### config.mk
export PLATFORM = sky130hd
export DESIGN_NAME = mmu_request_arbiter
export DESIGN_NICKNAME = d
export VERILOG_FILES = /design/src/rtl/mmu_request_arbiter_pkg.sv /design/src/rtl/mmu_arbiter_owner_fifo.sv /design/src/rtl/mmu_request_arbiter.sv
export SDC_FILE = /design/constraint.sdc
export NUM_CORES = 1
export LEC_CHECK = 0
export ABC_CLOCK_PERIOD_IN_PS = 3200
export CAP_MARGIN = 20
export CORE_AREA = 2 2 172 174
export DETAILED_ROUTE_END_ITERATION = 16
export DIE_AREA = 0 0 174 176
export PLACE_DENSITY = 0.43
export SLEW_MARGIN = 20
export SYNTH_ARGS = -nofsm -noshare
export SYNTH_HDL_FRONTEND = slang
export SYNTH_SLANG_ARGS = --single-unit
### constraint.sdc
create_clock -name iCLOCK -period 3.2 [get_ports iCLOCK]
set_input_delay 0.64 -clock iCLOCK [delete_from_list [all_inputs] [get_ports iCLOCK]]
set_output_delay 0.64 -clock iCLOCK [all_outputs]
set_load 0.02 [all_outputs]
### src/rtl/mmu_request_arbiter_pkg.sv
// Shared constants for the MMU request arbiter and its owner queue.
// Contents:
//   L_PARAM_OWNER_IF / L_PARAM_OWNER_LS : owner IDs stored in the owner queue.
//   L_PARAM_IF_ORDER                    : access order driven for every fetch.
package mmu_request_arbiter_pkg;

  localparam logic L_PARAM_OWNER_IF = 1'b0;
  localparam logic L_PARAM_OWNER_LS = 1'b1;

  localparam logic [1:0] L_PARAM_IF_ORDER = 2'h2;

endpackage

### src/rtl/mmu_arbiter_owner_fifo.sv
// In-order owner queue: one bit per outstanding read, naming the requester that
// will receive the next read return.
// Ports:
//   iCLOCK, inRESET : clock, asynchronous active-low reset (empties the queue)
//   iPUSH, iDATA    : push owner ID (ignored when full)
//   iPOP            : pop head (ignored when empty)
//   oFULL, oEMPTY   : occupancy flags
//   oHEAD           : owner ID at the head
module mmu_arbiter_owner_fifo #(
  parameter int unsigned QUEUE_DEPTH = 8,
  parameter int unsigned QUEUE_PTR   = 3
) (
  input  logic iCLOCK,
  input  logic inRESET,
  input  logic iPUSH,
  input  logic iDATA,
  input  logic iPOP,
  output logic oFULL,
  output logic oEMPTY,
  output logic oHEAD
);

  localparam logic [QUEUE_PTR:0] L_FULL_COUNT = QUEUE_DEPTH[QUEUE_PTR:0];

  logic [QUEUE_DEPTH-1:0] b_mem;
  logic [QUEUE_PTR-1:0]   b_wr_ptr;
  logic [QUEUE_PTR-1:0]   b_rd_ptr;
  logic [QUEUE_PTR:0]     b_count;

  logic pushOk;
  logic popOk;

  assign oFULL  = (b_count == L_FULL_COUNT);
  assign oEMPTY = (b_count == '0);
  assign oHEAD  = b_mem[b_rd_ptr];

  assign pushOk = iPUSH && !oFULL;
  assign popOk  = iPOP && !oEMPTY;

  // Pointers are exactly QUEUE_PTR bits wide, so they wrap modulo QUEUE_DEPTH.
  always_ff @(posedge iCLOCK or negedge inRESET) begin
    if (!inRESET) begin
      b_mem    <= '0;
      b_wr_ptr <= '0;
      b_rd_ptr <= '0;
      b_count  <= '0;
    end else begin
      if (pushOk) begin
        b_mem[b_wr_ptr] <= iDATA;
        b_wr_ptr        <= b_wr_ptr + QUEUE_PTR'(1);
      end
      if (popOk) begin
        b_rd_ptr <= b_rd_ptr + QUEUE_PTR'(1);
      end
      case ({pushOk, popOk})
        2'b10:   b_count <= b_count + (QUEUE_PTR + 1)'(1);
        2'b01:   b_count <= b_count - (QUEUE_PTR + 1)'(1);
        default: b_count <= b_count;
      endcase
    end
  end

endmodule

### src/rtl/mmu_request_arbiter.sv
// Shares the single MMU request port between instruction fetch (IF) and
// load/store (LS). Round-robin arbitration with a sticky grant while the MMU
// stalls; accepted reads are tracked in an in-order owner queue so returning
// data and page faults are routed back to the right requester.
// Ports:
//   iCLOCK, inRESET                     : clock, asynchronous active-low reset
//   iIF_REQ/iIF_ADDR, oIF_LOCK          : fetch request (always a read) / stall
//   oIF_VALID/oIF_DATA/oIF_PAGEFAULT    : fetch response
//   iLS_REQ/iLS_DATA_STORE_ACK/iLS_ORDER/iLS_RW/iLS_ADDR/iLS_DATA, oLS_LOCK
//                                       : load/store request / stall
//   oLS_VALID/oLS_DATA/oLS_PAGEFAULT    : load/store response
//   iSYS_MODE/iSYS_PDT                  : paging mode / PDT, passed through
//   oMMU_* / iMMU_LOCK                  : request to the MMU / MMU stall
//   iMMU_VALID/iMMU_DATA/iMMU_PAGEFAULT : read return / page fault
module mmu_request_arbiter
  import mmu_request_arbiter_pkg::*;
#(
  parameter int unsigned QUEUE_DEPTH = 8,
  parameter int unsigned QUEUE_PTR   = 3
) (
  input  logic        iCLOCK,
  input  logic        inRESET,
  input  logic        iIF_REQ,
  output logic        oIF_LOCK,
  input  logic [31:0] iIF_ADDR,
  output logic        oIF_VALID,
  output logic [63:0] oIF_DATA,
  output logic        oIF_PAGEFAULT,
  input  logic        iLS_REQ,
  output logic        oLS_LOCK,
  input  logic        iLS_DATA_STORE_ACK,
  input  logic [1:0]  iLS_ORDER,
  input  logic        iLS_RW,
  input  logic [31:0] iLS_ADDR,
  input  logic [31:0] iLS_DATA,
  output logic        oLS_VALID,
  output logic [63:0] oLS_DATA,
  output logic        oLS_PAGEFAULT,
  input  logic [1:0]  iSYS_MODE,
  input  logic [31:0] iSYS_PDT,
  output logic        oMMU_REQ,
  input  logic        iMMU_LOCK,
  output logic        oMMU_DATA_STORE_ACK,
  output logic [1:0]  oMMU_MODE,
  output logic [31:0] oMMU_PDT,
  output logic [1:0]  oMMU_ORDER,
  output logic        oMMU_RW,
  output logic [31:0] oMMU_ADDR,
  output logic [31:0] oMMU_DATA,
  input  logic        iMMU_VALID,
  input  logic [63:0] iMMU_DATA,
  input  logic        iMMU_PAGEFAULT
);

  logic b_hold;
  logic b_hold_owner;
  logic b_last_grant;
  logic b_last_accepted_owner;
  logic b_last_accepted_read;
  logic b_err;

  logic grantValid;
  logic grantOwner;
  logic grantIsIf;
  logic holdReq;
  logic accept;
  logic acceptRead;
  logic queuePop;
  logic queueFull;
  logic queueEmpty;
  logic queueHead;
  logic returnOk;

  assign holdReq = (b_hold_owner == L_PARAM_OWNER_IF) ? iIF_REQ : iLS_REQ;

  always_comb begin
    grantValid = 1'b0;
    grantOwner = L_PARAM_OWNER_LS;
    if (b_hold && holdReq) begin
      grantValid = 1'b1;
      grantOwner = b_hold_owner;
    end else if (iIF_REQ && iLS_REQ) begin
      grantValid = 1'b1;
      grantOwner = ~b_last_grant;
    end else if (iIF_REQ) begin
      grantValid = 1'b1;
      grantOwner = L_PARAM_OWNER_IF;
    end else if (iLS_REQ) begin
      grantValid = 1'b1;
      grantOwner = L_PARAM_OWNER_LS;
    end
  end

  assign grantIsIf  = grantValid && (grantOwner == L_PARAM_OWNER_IF);
  // A full queue blocks writes too, so store ordering never overtakes reads.
  assign oMMU_REQ   = grantValid && !queueFull;
  assign accept     = oMMU_REQ && !iMMU_LOCK;
  assign acceptRead = accept && (grantIsIf || !iLS_RW);

  // With no grant the fields default to the LS side.
  assign oMMU_DATA_STORE_ACK = grantIsIf ? 1'b0             : iLS_DATA_STORE_ACK;
  assign oMMU_ORDER          = grantIsIf ? L_PARAM_IF_ORDER : iLS_ORDER;
  assign oMMU_RW             = grantIsIf ? 1'b0             : iLS_RW;
  assign oMMU_ADDR           = grantIsIf ? iIF_ADDR         : iLS_ADDR;
  assign oMMU_DATA           = grantIsIf ? 32'h0            : iLS_DATA;
  assign oMMU_MODE           = iSYS_MODE;
  assign oMMU_PDT            = iSYS_PDT;

  assign oIF_LOCK = !(accept && grantIsIf) && (iMMU_LOCK || queueFull || iIF_REQ);
  assign oLS_LOCK = !(accept && !grantIsIf) && (iMMU_LOCK || queueFull || iLS_REQ);

  // A faulting read never returns data, so its queue entry is retired here.
  assign queuePop = iMMU_VALID || (iMMU_PAGEFAULT && b_last_accepted_read);
  assign returnOk = iMMU_VALID && !queueEmpty;

  assign oIF_VALID     = returnOk && (queueHead == L_PARAM_OWNER_IF);
  assign oLS_VALID     = returnOk && (queueHead == L_PARAM_OWNER_LS);
  assign oIF_DATA      = oIF_VALID ? iMMU_DATA : 64'h0;
  assign oLS_DATA      = oLS_VALID ? iMMU_DATA : 64'h0;
  assign oIF_PAGEFAULT = iMMU_PAGEFAULT && (b_last_accepted_owner == L_PARAM_OWNER_IF);
  assign oLS_PAGEFAULT = iMMU_PAGEFAULT && (b_last_accepted_owner == L_PARAM_OWNER_LS);

  always_ff @(posedge iCLOCK or negedge inRESET) begin
    if (!inRESET) begin
      b_hold                <= 1'b0;
      b_hold_owner          <= L_PARAM_OWNER_LS;
      b_last_grant          <= L_PARAM_OWNER_LS;
      b_last_accepted_owner <= L_PARAM_OWNER_LS;
      b_last_accepted_read  <= 1'b0;
      b_err                 <= 1'b0;
    end else begin
      b_hold <= grantValid && !accept;
      if (grantValid) begin
        b_hold_owner <= grantOwner;
      end
      if (accept) begin
        b_last_grant          <= grantOwner;
        b_last_accepted_owner <= grantOwner;
        b_last_accepted_read  <= acceptRead;
      end
      if (iMMU_VALID && queueEmpty) begin
        b_err <= 1'b1;
      end
    end
  end

  mmu_arbiter_owner_fifo #(
    .QUEUE_DEPTH(QUEUE_DEPTH),
    .QUEUE_PTR  (QUEUE_PTR)
  ) u_owner_fifo (
    .iCLOCK (iCLOCK),
    .inRESET(inRESET),
    .iPUSH  (acceptRead),
    .iDATA  (grantOwner),
    .iPOP   (queuePop),
    .oFULL  (queueFull),
    .oEMPTY (queueEmpty),
    .oHEAD  (queueHead)
  );

endmodule

==> impl_metrics.yaml, run 1 <==
layout:
  seq_area_um2: 553.0
  area_growth_syn_to_layout_pct: 149.5
  drive_above_1_share_pct: 14.43
  multiInputGateArea_mm2: 0.002046
  antenna_cells: 0
  nets: 1008
  stdcell_count: 1181
  fillers: 3200
timing:
  tightest_slew_ns: 0.5341
  whs_ns: 0.4947
  fin_crit_ns: 3.145
  hold_viol_final: 0
  finalSetupViolCount: 0
  drv_slew: 0
  rsz0062_at_grt: "no"
  fmax_mhz: 318.0
  slew_headroom_pct: 63.89
  skew_ns: 0.004392
  period_share_pct: 98.28
worst_hold_path:
  min_from: "u_owner_fifo.b_count[3]"
  hold_path.class: "reg -> reg"
  whs_endpoint: "u_owner_fifo.b_count[3]"
  hold-path-cell-count: 1
synth:
  netlist.area_leader.share_pct: 16.72
  synth_area_leaders: "dfrtp_1, nor2_1, mux2_2, nand2_1, nor2b_1"
  ys_seq_area_share_pct: 18.48
  ys.warnings.count: 0
  synth_top_area_cell: "dfrtp_1"
  avgSynthCellArea_um2: 6.864
  synth_ff_type: "dfrtp_1"
  synth_nets: 646
  synth_cell_type_count: 35
  syn_inst: 436
  synth_area_mm2: 0.002993
  async_flop_share_pct: 100.0
  synth_edf_count: 0
  synthTopCellsByCount: "nor2_1, nand2_1, nor2b_1"
  yosysMostFrequentCell: "nor2_1"
  ys_ff_latch: 22
placed_design:
  placed_cells: 1174
  dp_hpwl_um: 15050
  gp_congestion: 0.7646
  numPortBuffers: 373
setup_path:
  timing.rr.end: "u_owner_fifo.b_count[2]"
  critPathKind: "in -> out"
  cp_max_fo: 20
  regToRegSetupSlack_ns: 0.69
  endpoint_kind: "output pin"
  worst_r2r_path_depth: 10
  cp.required_ns: 2.56
  reg2reg_from: "u_owner_fifo.b_count[2]"
  startpoint_type: "primary input"
  arrival_ns: 2.50
run_status:
  outcome: "finished clean"
clocking:
  htreeDepth: 1
  root_buffer: "clkbuf_16"
  clock-sinks: 22
  clk_latency_ns: 0.26
  cts_tree: "built"
  hold_buffers: 0
  clk_path_buf_depth: 2
  clkTransAtPathRegs_ns: 0.06
  cts_buffers: 3
power_and_ir_drop:
  ir_drop_mv: 0.3556
  power_leakage_uw: 0.004224
  power_density_mw_per_mm2: 747.2
route:
  drt-vias-per-instance: 3.555
  via_count: 4199
  wire_per_inst_um: 14.72
  drc: 0
  routed_wirelength_um: 17390
  drtAntennaViolNets: 0
  firstDrtPassIters: 4
  drt_iter0_drc: 125
floorplanning:
  rows: 62
  pin_count: 442
  core_mm2: 0.02855
  die-width_um: 174
  die-height_um: 176
  fp.dieArea_mm2: 0.03062
  initial_core_util_pct: 10.48
global_route:
  grt_pass1_wl_um: 25320
  grt_usage_pct: 10.43
  grt_pass1_vias: 4307
  antenna_found_initial: 0
  overflow: 0
  grt_max_degree: 29
run:
  maxCapViolations: 0
-- cells in the final DEF (no fill, tap or decap), types with 5 or more instances in the layout --
| master | n |
|---|---|
| nor2b_1 | 41 |
| ha_1 | 5 |
| nand2_1 | 71 |
| a31oi_1 | 7 |
| clkdlybuf4s50_1 | 211 |
| dfrtp_1 | 20 |
| nor2_1 | 126 |
| nor2_2 | 13 |
| buf_4 | 42 |
| buf_12 | 8 |
| dlymetal6s2s_1 | 75 |
| mux2_2 | 40 |
| xor2_1 | 5 |
| a21oi_1 | 5 |
| dlygate4sd2_1 | 86 |
-- registers in the layout (all words and copies together), names as in the netlist --
| register | count |
|---|---|
| b_hold | 1 |
| b_hold_owner | 1 |
| b_last_accepted_owner | 1 |
| b_last_accepted_read | 1 |
| u_owner_fifo.b_count | 4 |
| u_owner_fifo.b_mem | 8 |
| u_owner_fifo.b_rd_ptr | 3 |
| u_owner_fifo.b_wr_ptr | 3 |
-- per-layer routing --
metal  GRT usage [%]  up-vias  routed length (µm)
met2           19.94      239                8981
li1                -     2088                   -
met4          0.5252        0                  65
met5               0        -                   0
met1           11.44     1868                6496
met3           3.919        4                1844
-- cell type report --
type	instances	area share [%]
clock buffer	3	1.005
sequential	22	7.406
inverter	1	0.05027
clock inverter	1	0.4021
timing repair buffer	422	57.31
tap	384	6.434
multi-input combinational	348	27.40
-- worst max-delay path by stage --
stage / from / endpoint / slack, ns / depth (start not counted)
floorplan: iIF_REQ / u_owner_fifo.b_count[2] / 0.67 / 10
global placement: iMMU_VALID / oLS_DATA[52] / -0.05 / 7
detailed placement: iMMU_VALID / oLS_DATA[52] / -0.07 / 7
CTS: u_owner_fifo.b_rd_ptr[0] / oLS_DATA[32] / 0.00002 / 7
global route: iLS_REQ / oMMU_DATA[12] / 0.0008 / 6
finish: iIF_REQ / oMMU_ADDR[17] / 0.06 / 6
-- stage by stage --
stage	worst slack, ns	TNS [ns]	cell area (µm²)	power, µW	util (%)
floorplan	0.6722	0	2993	3157	-
global placement	-0.05471	-0.2218	7243	5523	25.37
detailed placement	-0.07013	-0.2964	7243	5503	25.37
CTS	0.00002331	0	7279	5738	25.50
global route	0.0008438	0	7467	6008	26.16
finish	0.05516	0	7467	5580	26.16
-- report_power, final --
group	internal, µW	leakage, µW	switching [µW]
clock network	248	0.0000511	105
registers	418	0.000255	148
logic	2130	0.00392	2530
-- logic make-up after synthesis --
family          after synthesis  share of synthesized area [%]
simple gates                273                          40.72
mux                          44                          17.52
fa+ha+maj                     5                          2.090
flops                        22                          18.48
compound gates               17                          4.097
xor+xnor                      9                          2.634
buf+inv                      66                          14.46
-- worst max-delay path, cell delays in order --
cell	delay, ns
clkdlybuf4s50_1	0.48
inv_1	0.07
a31oi_4	0.23
buf_12	0.20
mux2_2	0.34
clkdlybuf4s50_1	0.54
-- what timing repair did --
| action | in CTS | in global routing |
|---|---|---|
| setup buffers | 3 | 0 |
| setup endpoints to repair | 91 | 75 |
| gates resized for setup | 87 | 75 |
No activity file was read; power rests on OpenSTA's default activity.
==> inputs of run 2 (changes only) <==
--- a/config.mk
+++ b/config.mk
@@ -10,7 +10,6 @@
 export CORE_AREA = 2 2 172 174
 export DETAILED_ROUTE_END_ITERATION = 16
 export DIE_AREA = 0 0 174 176
-export PLACE_DENSITY = 0.43
 export SLEW_MARGIN = 20
 export SYNTH_ARGS = -nofsm -noshare
 export SYNTH_HDL_FRONTEND = slang
==> run 2 against run 1 <==
Critical path depth grew 1. Hold slack lost 0.0051 ns. Wire length grew 1.4%. Worst setup slack gained 0.026 ns. First-iteration DRC count shrank 8.0%. Combinational power shrank 0.9%.
==> impl_metrics.yaml, run 2 (synthesis results as in run 1) <==
clocking:
  clock-sinks: 22
  htreeDepth: 1
  clkTransAtPathRegs_ns: 0.06
  root_buffer: "clkbuf_16"
  cts_buffers: 3
  hold_buffers: 0
  clk_latency_ns: 0.25
  clk_path_buf_depth: 2
  cts_tree: "built"
setup_path:
  endpoint_kind: "output pin"
  startpoint_type: "primary input"
  arrival_ns: 2.48
  worst_r2r_path_depth: 10
  cp_max_fo: 33
  critPathKind: "in -> out"
  cp.required_ns: 2.56
route:
  via_count: 4210
  drc: 0
  routed_wirelength_um: 17630
  firstDrtPassIters: 4
  drt_iter0_drc: 115
  drtAntennaViolNets: 0
  drt-vias-per-instance: 3.583
  wire_per_inst_um: 15.00
layout:
  final_cell_mix: "clkdlybuf4s50_1, nor2_1, dlygate4sd2_1"
  antenna_cells: 0
  fin_area_mm2: 0.007311
  drive_above_1_share_pct: 14.66
  top_regs: "u_owner_fifo.b_mem: 8 flops, u_owner_fifo.b_count: 4 flops"
  largest-register: "u_owner_fifo.b_mem"
  final_common_cell: "clkdlybuf4s50_1"
  nets: 1002
  largest_reg_flops: 8
  area_growth_syn_to_layout_pct: 144.3
power_and_ir_drop:
  total_power_uw: 5531
  power_density_mw_per_mm2: 756.5
  ir_drop_mv: 0.3166
  power_leakage_uw: 0.003725
timing:
  drv_slew: 0
  period_share_pct: 97.46
  hold_viol_final: 0
  rsz0062_at_grt: "no"
  fin_crit_ns: 3.119
  whs_ns: 0.4896
  skew_ns: 0.001980
  fmax_mhz: 320.7
  finalSetupViolCount: 0
  slew_headroom_pct: 65.89
  tightest_slew_ns: 0.5045
run_status:
  outcome: "finished clean"
placed_design:
  numPortBuffers: 373
  gp_congestion: 0.8348
  dpl_cell_area_mm2: 0.007193
  dp_hpwl_um: 14880
floorplanning:
  die-width_um: 174
  rows: 62
  pin_count: 442
  die-height_um: 176
  fp.dieArea_mm2: 0.03062
  initial_core_util_pct: 10.48
  core_mm2: 0.02855
worst_hold_path:
  hold_path.class: "reg -> reg"
  hold-path-cell-count: 1
global_route:
  grt_pass1_vias: 4264
  grt_max_degree: 34
  grt_pass1_wl_um: 25230
  antenna_found_initial: 0
  overflow: 0
  grt_usage_pct: 10.51
run:
  maxCapViolations: 0
==> run 2: cell types whose count changed in the layout (fill, tap and decap cells not counted) <==
cell and delta:
clkdlybuf4s50_1 -4, buf_12 +1, bufbuf_16 +1, dlymetal6s2s_1 -36, buf_4 -1, dlygate4sd2_1 +33
==> run 2: path summary, 6_finish.rpt <==
check	slack [ns]	start	end
max	0.08	iIF_REQ	oMMU_DATA[3]
min reg2reg	0.49	u_owner_fifo.b_count[3]	u_owner_fifo.b_count[3]
max reg2reg	0.78	u_owner_fifo.b_count[2]	u_owner_fifo.b_count[2]
min in group asynchronous	0.73	inRESET	u_owner_fifo.b_count[3]
max in group asynchronous	2.18	inRESET	b_hold_owner
min	0.49	u_owner_fifo.b_count[3]	u_owner_fifo.b_count[3]
==> run 2: report_power, final <==
part | total, µW | switching, µW | internal, µW
sequential | 566 | 148 | 418
combinational | 4620 | 2600 | 2020
clock | 347 | 99.2 | 248
==> run 2: timing repair <==
action / in CTS / in global routing
endpoints found under the setup margin: 93 / 39
cloned: 1 / 0
resized for setup: 120 / 39
setup buffers: 2 / 0
==> run 2: layout make-up <==
cell class	count	area (µm²)
Fill cell	3198	21240
Timing Repair Buffer	416	4123
Multi-Input combinational cell	348	2046
Sequential cell	22	553.0
Tap cell	384	480.5
Clock buffer	3	75.07
Clock inverter	1	30.03
Inverter	1	3.754
==> run 2: worst max-delay path: stages <==
cell and delay (ns):
clkdlybuf4s50_1 0.49, inv_1 0.08, a31oi_4 0.18, buf_12 0.23
buf_12 0.20, nor2b_1 0.06, clkdlybuf4s50_1 0.56
==> run 2: metal layers <==
layer / vias to the layer above / global-route usage, % / share of wire (%)
met5: - / 0 / 0
met4: 0 / 1.716 / 1.6
met1: 1869 / 12.68 / 40
li1: 2078 / - / -
met2: 249 / 18.66 / 49
met3: 14 / 3.187 / 9.1
==> run 2: per-stage QoR <==
step	TNS, ns	utilization, %	setup slack, ns	cells
floorplan	0	-	0.6722	436
global placement	-0.04017	25.20	-0.03017	1168
detailed placement	-0.05423	25.20	-0.03361	1168
CTS	0	25.27	0.003806	1175
global route	0	25.61	0.002597	1175
finish	0	25.61	0.08144	1175
==> RTL change, RTL diff (config.mk and constraints of run 2) <==
Register the outputs `oIF_PAGEFAULT` and `oLS_PAGEFAULT`, cleared by the reset; this adds one clock of latency there. The other outputs are not delayed to match.
--- a/src/rtl/mmu_request_arbiter.sv
+++ b/src/rtl/mmu_request_arbiter.sv
@@ -117,8 +117,15 @@
   assign oLS_VALID     = returnOk && (queueHead == L_PARAM_OWNER_LS);
   assign oIF_DATA      = oIF_VALID ? iMMU_DATA : 64'h0;
   assign oLS_DATA      = oLS_VALID ? iMMU_DATA : 64'h0;
-  assign oIF_PAGEFAULT = iMMU_PAGEFAULT && (b_last_accepted_owner == L_PARAM_OWNER_IF);
-  assign oLS_PAGEFAULT = iMMU_PAGEFAULT && (b_last_accepted_owner == L_PARAM_OWNER_LS);
+  always_ff @(posedge iCLOCK or negedge inRESET) begin
+    if (!inRESET) begin
+      oIF_PAGEFAULT <= '0;
+      oLS_PAGEFAULT <= '0;
+    end else begin
+      oIF_PAGEFAULT <= iMMU_PAGEFAULT && (b_last_accepted_owner == L_PARAM_OWNER_IF);
+      oLS_PAGEFAULT <= iMMU_PAGEFAULT && (b_last_accepted_owner == L_PARAM_OWNER_LS);
+    end
+  end
 
   always_ff @(posedge iCLOCK or negedge inRESET) begin
     if (!inRESET) begin
Check against the original RTL: not equivalent (Yosys sat finds a counterexample within 4 cycles, from zero or initial values and one cycle with inRESET low).
==> RTL change against run 2 <==
- sequential power increased by 7.2%
- die area is the same
- cell area up 0.86%
- synthesized area up 1.7%
- clock power rose by 5%
- via count up 2.0%
- power increased by 0.46%
- first-iteration DRC count rose by 6.1%
- cell count stayed put
- register-to-register slack lost 0.08 ns
- sequential share of layout area is 0.63 points higher
- sequential cell count grew 2
- wire length grew 3.6%
- setup slack worse by 0.042 ns
- highest routed layer unchanged
==> RTL change: results (changes against run 2) <==
outcome=completed (unchanged); transition time of the tightest slew-check pin=0.634 ns (was 0.504 ns); Post-Synth Adder-Cell Area=0.0206 (was 0.0209); first-pass GRT wire length=26000 um (was 25200 um); fraction of final layout cells sized beyond drive strength 1=0.144 (was 0.147); Overall Global Routing Usage=0.109 (was 0.105); number of cells on the worst reg-to-reg path=8 (was 10); reported net switching power=2820 uW (was 2850 uW); number of antenna diodes=0 (unchanged); xor/xnor cell area share of the yosys netlist=0.0259 (was 0.0263); clock skew after layout=0.00441 ns (was 0.00198 ns); routed length on met3=1800 um (was 1610 um); compound-cell area share of the yosys netlist=0.0403 (was 0.0410); worst min-delay path category=reg -> reg (unchanged); placer's final routability congestion estimate=0.823 (was 0.835); Int Power=2740 uW (was 2680 uW); pre-CTS WS=-0.0699 ns (was -0.0336 ns); overall via count from detail_route=4293 (was 4210); ys async rst share=1.00 (unchanged); capture point of the worst path=oMMU_ADDR[15] (was oMMU_DATA[3]); maximum number of pins on one net before global-route repair=46 (was 34); Vias per Instance=3.65 (was 3.58); number of nets produced by synthesis=648 (was 646); placed cells=1167 (was 1168); met2 demand-to-capacity share in global routing=0.217 (was 0.187); register-to-register setup slack=0.70 ns (was 0.78 ns); register area share after synthesis=0.198 (was 0.185); Met1 Routed Length=6610 um (was 7140 um); port bufs=373 (unchanged); met1 usage in global routing=0.112 (was 0.127); capturing point of the worst reg2reg path=u_owner_fifo.b_count[3] (was u_owner_fifo.b_count[2]); cell types with the highest counts after synthesis=nor2_1 (126), nand2_1 (71), nor2b_1 (42) (unchanged); dpl hpwl=15500 um (was 14900 um); Critical Path Fanout Max=4 (was 33); routed length on met2=9670 um (was 8600 um); share of power burned in combinational logic=0.825 (was 0.835); met3 usage=0.0351 (was 0.0319); Root Buffer=clkbuf_16 (unchanged); worst setup slack after layout=0.0390 ns (was 0.0814 ns); gate count of the mapped netlist=438 (was 436); data arrival time at the worst-slack endpoint=2.52 ns (was 2.48 ns); cells taking the most area after synthesis=dfrtp_1 (18%), nor2_1 (16%), mux2_2 (15%), nand2_1 (8.8%), nor2b_1 (8.6%) (was dfrtp_1 (17%), nor2_1 (16%), mux2_2 (15%), nand2_1 (8.9%), nor2b_1 (8.8%)); DRT iter0 DRCs=122 (was 115); share of cell area taken by muxes after synthesis=0.172 (was 0.175); proportion of power drawn by flip-flops and latches=0.109 (was 0.102); worst IR drop on VDD=515 uV (was 317 uV); standby leakage power=0.00393 uW (was 0.00372 uW)
RTL change: timing repair:
item	in CTS	in global routing
cloned	1	0
gates resized for setup	99	49
endpoints found under the setup margin	130	48
buffers inserted	2	1
RTL change: through the flow:
step	hold slack, ns	utilization	area (sq um)
5_1_grt	0.508	0.258	7370
6_report	0.492	0.258	7370
3_3_place_gp	0.478	0.253	7210
4_1_cts	0.491	0.254	7250
3_5_place_dp	0.482	0.253	7210
2_1_floorplan	0.344	-	3040
RTL change: worst max-delay path, stage by stage:
cell and delay, ns:
clkdlybuf4s50_1 0.47, inv_1 0.08, a31oi_4 0.26, buf_4 0.16, mux2_2 0.35, clkdlybuf4s50_1 0.55
RTL change: cell type report:
class,count,area [sq um]
Multi-Input combinational cell,348,2040
Timing Repair Buffer,414,4140
Tap cell,384,480
Sequential cell,24,604
Clock inverter,1,30.0
Fill cell,3165,21200
Inverter,1,3.75
Clock buffer,3,75.1
